<file path="src/rtl/raster_timing.sv">
// Raster timing generator: sync, active-area flags, pixel/line positions and the
// framebuffer row address with vertical scroll, line repeat and a border window.
module raster_timing #(
   parameter int H_FP     = 11,
   parameter int H_SYNC   = 56,
   parameter int H_BP     = 61,
   parameter int H_ACT    = 640,
   parameter int V_FP     = 17,
   parameter int V_SYNC   = 5,
   parameter int V_BP     = 15,
   parameter int V_ACT    = 588,
   parameter int FB_TOP   = 42,
   parameter int FB_LINES = 512,
   parameter int REPEAT   = 1,
   parameter int ROW_LSB  = 1,
   parameter bit SYNC_POL = 1'b0
) (
   input  logic                 clk24,
   input  logic                 reset,
   input  logic                 ce,
   input  logic [7:0]           scroll,
   output logic                 hsync,
   output logic                 vsync,
   output logic                 active_x,
   output logic                 active_y,
   output logic                 video_active,
   output logic                 retrace,
   output logic                 border_y,
   output logic [9:0]           xpos,
   output logic [9:0]           ypos,
   output logic [8+ROW_LSB-1:0] fb_row,
   output logic                 line_start,
   output logic                 frame_start
);

   localparam int H_TOT = H_FP + H_SYNC + H_BP + H_ACT;
   localparam int V_TOT = V_FP + V_SYNC + V_BP + V_ACT;
   localparam int H_AST = H_TOT - H_ACT;
   localparam int V_AST = V_TOT - V_ACT;
   localparam int HW    = $clog2(H_TOT);
   localparam int VW    = $clog2(V_TOT);
   localparam int RW    = 8 + ROW_LSB;
   localparam int WCW   = $clog2(FB_LINES + 1);
   localparam int RPW   = $clog2(REPEAT + 1);

   logic [HW-1:0]  hcnt_q, hcnt_d;
   logic [VW-1:0]  vcnt_q, vcnt_d;
   logic           h_wrap, v_wrap;
   logic           hsync_q, hsync_d, vsync_q, vsync_d;
   logic           ax_q, ax_d, ay_q, ay_d, va_q, rt_q;
   logic           border_q, border_d;
   logic [9:0]     xpos_q, xpos_d, ypos_q, ypos_d;
   logic [RW-1:0]  fb_row_q, fb_row_d;
   logic [WCW-1:0] win_q, win_d;
   logic [RPW-1:0] rep_q, rep_d;
   logic           ls_q, fs_q;

   // Outputs are decoded from the next counter values so they land with the counter.
   always_comb begin
      h_wrap = (hcnt_q == HW'(H_TOT - 1));
      v_wrap = h_wrap && (vcnt_q == VW'(V_TOT - 1));
      hcnt_d = h_wrap ? '0 : hcnt_q + HW'(1);
      vcnt_d = vcnt_q;
      if (h_wrap) vcnt_d = v_wrap ? '0 : vcnt_q + VW'(1);

      hsync_d = (int'(hcnt_d) >= H_FP && int'(hcnt_d) < H_FP + H_SYNC) ? SYNC_POL : ~SYNC_POL;
      vsync_d = (int'(vcnt_d) >= V_FP && int'(vcnt_d) < V_FP + V_SYNC) ? SYNC_POL : ~SYNC_POL;
      ax_d    = (int'(hcnt_d) >= H_AST);
      ay_d    = (int'(vcnt_d) >= V_AST);
      xpos_d  = ax_d ? 10'(hcnt_d - HW'(H_AST)) : '0;
      ypos_d  = ay_d ? 10'(vcnt_d - VW'(V_AST)) : '0;

      fb_row_d = fb_row_q;
      border_d = border_q;
      win_d    = win_q;
      rep_d    = rep_q;
      if (h_wrap) begin
         if (!ay_d) begin
            border_d = 1'b1;
         end else if (int'(ypos_d) == FB_TOP) begin
            fb_row_d = (RW'(scroll) << ROW_LSB) | RW'((1 << ROW_LSB) - 1);
            rep_d    = '0;
            win_d    = WCW'(FB_LINES - 1);
            border_d = 1'b0;
         end else if (!border_q) begin
            if (win_q == '0) begin
               border_d = 1'b1;
            end else begin
               win_d = win_q - WCW'(1);
               if (rep_q == RPW'(REPEAT - 1)) begin
                  rep_d    = '0;
                  fb_row_d = fb_row_q - RW'(1);
               end else begin
                  rep_d = rep_q + RPW'(1);
               end
            end
         end
      end
   end

   always_ff @(posedge clk24) begin
      if (reset) begin
         hcnt_q   <= '0;
         vcnt_q   <= '0;
         hsync_q  <= ~SYNC_POL;
         vsync_q  <= ~SYNC_POL;
         ax_q     <= 1'b0;
         ay_q     <= 1'b0;
         va_q     <= 1'b0;
         rt_q     <= 1'b1;
         border_q <= 1'b1;
         xpos_q   <= '0;
         ypos_q   <= '0;
         fb_row_q <= '0;
         win_q    <= '0;
         rep_q    <= '0;
         ls_q     <= 1'b0;
         fs_q     <= 1'b0;
      end else begin
         // Pulses last one clk24 cycle even when ce stays high or drops.
         ls_q <= ce & h_wrap;
         fs_q <= ce & v_wrap;
         if (ce) begin
            hcnt_q   <= hcnt_d;
            vcnt_q   <= vcnt_d;
            hsync_q  <= hsync_d;
            vsync_q  <= vsync_d;
            ax_q     <= ax_d;
            ay_q     <= ay_d;
            va_q     <= ax_d & ay_d;
            rt_q     <= ~ay_d;
            border_q <= border_d;
            xpos_q   <= xpos_d;
            ypos_q   <= ypos_d;
            fb_row_q <= fb_row_d;
            win_q    <= win_d;
            rep_q    <= rep_d;
         end
      end
   end

   assign hsync        = hsync_q;
   assign vsync        = vsync_q;
   assign active_x     = ax_q;
   assign active_y     = ay_q;
   assign video_active = va_q;
   assign retrace      = rt_q;
   assign border_y     = border_q;
   assign xpos         = xpos_q;
   assign ypos         = ypos_q;
   assign fb_row       = fb_row_q;
   assign line_start   = ls_q;
   assign frame_start  = fs_q;

endmodule

</file>
<file path="config.mk">
export PLATFORM = sky130hd
export DESIGN_NAME = raster_timing
export DESIGN_NICKNAME = d
export VERILOG_FILES = /design/src/rtl/raster_timing.sv
export SDC_FILE = /design/constraint.sdc
export NUM_CORES = 1
export LEC_CHECK = 0
export BUFFER_PORTS_ARGS = -buffer_cell sky130_fd_sc_hd__buf_2
export CAP_MARGIN = 25
export CORE_AREA = 3 3 99 101
export DETAILED_ROUTE_END_ITERATION = 8
export DIE_AREA = 0 0 102 104
export HOLD_SLACK_MARGIN = 0.05
export PLACE_DENSITY = 0.6
export SLEW_MARGIN = 20
export SYNTH_ARGS = -nofsm -noshare
export SYNTH_HDL_FRONTEND = slang
export SYNTH_SLANG_ARGS = --single-unit
</file>
<file path="constraint.sdc">
create_clock -name clk24 -period 5.75 [get_ports clk24]
set_clock_uncertainty 0.15 [all_clocks]
set_input_delay 0.8625 -clock clk24 [delete_from_list [all_inputs] [get_ports clk24]]
set_output_delay 0.8625 -clock clk24 [all_outputs]
set_load 0.02 [all_outputs]
</file>
==> results.cfg <==
[finish]
syn_to_final_growth_pct = 10.9
antennaDiodeCount = 0
drive_gt1_share_pct = 15.5
num-fill-cells = 937
stdcell_area_mm2 = 0.00446
final_nets = 556

[timing]
worstMarginPinSlew_ns = 0.994
setup_violations = 0
fin_crit_sh_pct = 87.7
drv_slew = 0
fmax_ghz = 0.198
grt_setup_unrepaired = false
slew_headroom_pct = 33.8
hold_viol_final = 0
fin_crit_ns = 5.04
setup_ws_ns = 0.706
tns_ns = 0

[floorplanning]
ios = 49
start_util_pct = 44.1
rows = 35
fp.dieArea_mm2 = 0.0106
die_w_um = 102
die_height_um = 104
core_area_mm2 = 0.00911

[synthesis]
ys_async_sr_fraction_pct = 0
synth.largest_area_cell = dfxtp_1
synth_nets = 527
syn_inst = 507
synth_edf_count = 0
yosys-top-cells-area = dfxtp_1, nor2_1, a21oi_1, nand2_1, ha_1
netlist-cell-type-count = 69
avgSynthCellArea_um2 = 7.93
netlist.area_leader.share_pct = 33.9
synthTopCellsByCount = dfxtp_1, nor2_1, nand2_1
synthMostInstantiatedCell = dfxtp_1
synth_area_mm2 = 0.00402
synth_ff_type = dfxtp_1
ys_ff_latch = 68
yosysSeqAreaShare_pct = 33.9
synth_warnings = 0

[flow_run]
timing.max_cap.violations = 0

[route]
vias_per_cell = 5.83
drcViolationCount = 0
drtPass1Iterations = 5
routedWlPerCell_um = 16.0
final_antenna_net_count = 0
dr.first_iter.drc_count = 241
num_vias = 3798
wl_um = 10400

[cts]
cts-hold-fix-buffers = 0
htreeDepth = 3
ctsLongestPathBuffers = 2
clk_pin_slew_ns = 0.08
clk_latency_ns = 0.34
clock-sinks = 68
cts_made_buffers = 9
cts_setup_buffers = 0
cts_root_buf = clkbuf_8
ctsResizeCount = 0
tritoncts = built

[worst_setup_path]
cp-end-kind = register
rrSetupSlack_ns = 0.71
cp_cell_sequence = ha_1, nand3_1, buf_4, or3_1, a21oi_1, ha_1, xor2_1, xnor2_1, nor4_1, a31oi_1, a2111oi_0, nand2_1, or4_1, and3_4, a221oi_1
slowest_delay_ns = 0.74
crit_top_cell = ha_1
start_kind = register
path_class = register to register
cp_max_fo = 19
arrival_ns = 5.14
cp.required_ns = 5.85
crit_slowest_cell = or4_1

[min_path]
hold_path_class = register to register

[global_routing]
grt_max_degree = 76
grt_pass1_vias = 3570
grt.overflow.total = 0
track_usage_pct = 20.0
grt_antenna_before_repair = 0
grt_first_pass_wirelength_um = 17400

[place]
place.gp.congestion = 0.909
place_ws_ns = 0.832
dpl.hpwl_um = 7280
port_buffers = 48
placed_area_mm2 = 0.00429

[pwr]
leakagePower_nw = 1.69
vdd_drop_max_uv = 161
p_per_area_mw_per_mm2 = 213

[outcome]
status = finished, final reports clean
stage by stage:
| step | hold slack (ns) | power [mW] | util, % | instances |
|---|---|---|---|---|
| floorplan | 0.309 | 0.588 | - | 507 |
| global placement | 0.283 | 0.615 | 47.1 | 636 |
| detailed placement | 0.291 | 0.617 | 47.1 | 636 |
| CTS | 0.309 | 0.966 | 48.9 | 652 |
| global route | 0.332 | 1.00 | 48.9 | 652 |
| finish | 0.304 | 0.951 | 48.9 | 652 |
worst max-delay path, delay by kind of cell (launching register included):
family	cells	cell delay (ns)
flip-flops	1	0.42
buffers and inverters	1	0.20
adder cells (fa/ha/maj)	2	0.58
XOR/XNOR	2	0.34
AND/OR/NAND/NOR	6	1.90
AO/OA/AOI/OAI	4	1.34
layout make-up:
| cell class | count | area [um2] | share of cell area, % |
|---|---|---|---|
| Clock buffer | 10 | 128 | 2.86 |
| Clock inverter | 6 | 41.3 | 0.926 |
| Inverter | 15 | 56.3 | 1.26 |
| Multi-Input combinational cell | 388 | 2450 | 54.9 |
| Sequential cell | 68 | 1360 | 30.5 |
| Tap cell | 111 | 139 | 3.12 |
| Timing Repair Buffer | 54 | 285 | 6.40 |
report_power, final:
group | total [mW] | switching [mW] | internal, mW
clock network | 0.344 | 0.188 | 0.156
logic | 0.108 | 0.0695 | 0.0383
registers | 0.499 | 0.0138 | 0.485
total | 0.951 | 0.272 | 0.679
flip-flops by register name (all words and copies together) (netlist names):
register / count
active_x: 1
active_y: 1
border_y: 1
fb_row: 9
frame_start: 1
hcnt_q: 10
hsync: 1
line_start: 1
retrace: 1
vcnt_q: 10
video_active: 1
vsync: 1
win_q: 10
xpos: 10
ypos: 10
final timing paths:
| kind | startpoint | endpoint | cells past startpoint |
|---|---|---|---|
| setup / recovery | hcnt_q[0] | win_q[1] | 15 |
| hold / removal | retrace | retrace | 1 |
| setup reg to reg | hcnt_q[0] | win_q[1] | 15 |
| hold reg to reg | retrace | retrace | 1 |
cells in the final DEF (no fill, tap or decap), drive strengths merged, types with 5 or more instances in the layout:
master / synthesis / layout
nand3b: 10 / 10
mux2i: 9 / 9
a21oi: 30 / 30
ha: 9 / 9
xnor2: 12 / 12
or3: 10 / 10
and2: 9 / 9
o21ai: 19 / 19
xor2: 10 / 10
nor3: 21 / 21
nor2: 67 / 67
nand4: 7 / 7
nor4: 13 / 13
nand3: 21 / 21
nand2b: 7 / 7
a21o: 7 / 7
a31oi: 7 / 7
a211oi: 14 / 14
clkbuf: 24 / 10
buf: 12 / 54
or4: 5 / 5
inv: 14 / 14
nand2: 34 / 34
and3: 10 / 10
dfxtp: 68 / 68
kinds of logic (layout without fill, tap and decap cells):
family          Yosys count  after routing  synth area share [%]
flops                    68             68                  33.9
xor+xnor                 22             22                  4.79
mux                       9              9                  2.24
fa+ha+maj                 9              9                  2.80
buf+inv                  51             85                  5.35
compound gates          116            116                  19.7
simple gates            232            232                  31.2
routing by layer:
| metal | track usage [%] | part of all wire, % | wire [um] | vias up |
|---|---|---|---|---|
| met5 | 0 | 0 | 0 | - |
| met4 | 5.53 | 1.2 | 128 | 0 |
| met3 | 4.29 | 4.2 | 440 | 10 |
| met2 | 34.1 | 50 | 5200 | 83 |
| met1 | 25.2 | 45 | 4660 | 1805 |
| li1 | - | - | - | 1900 |
No activity file was read; power rests on OpenSTA's default activity.
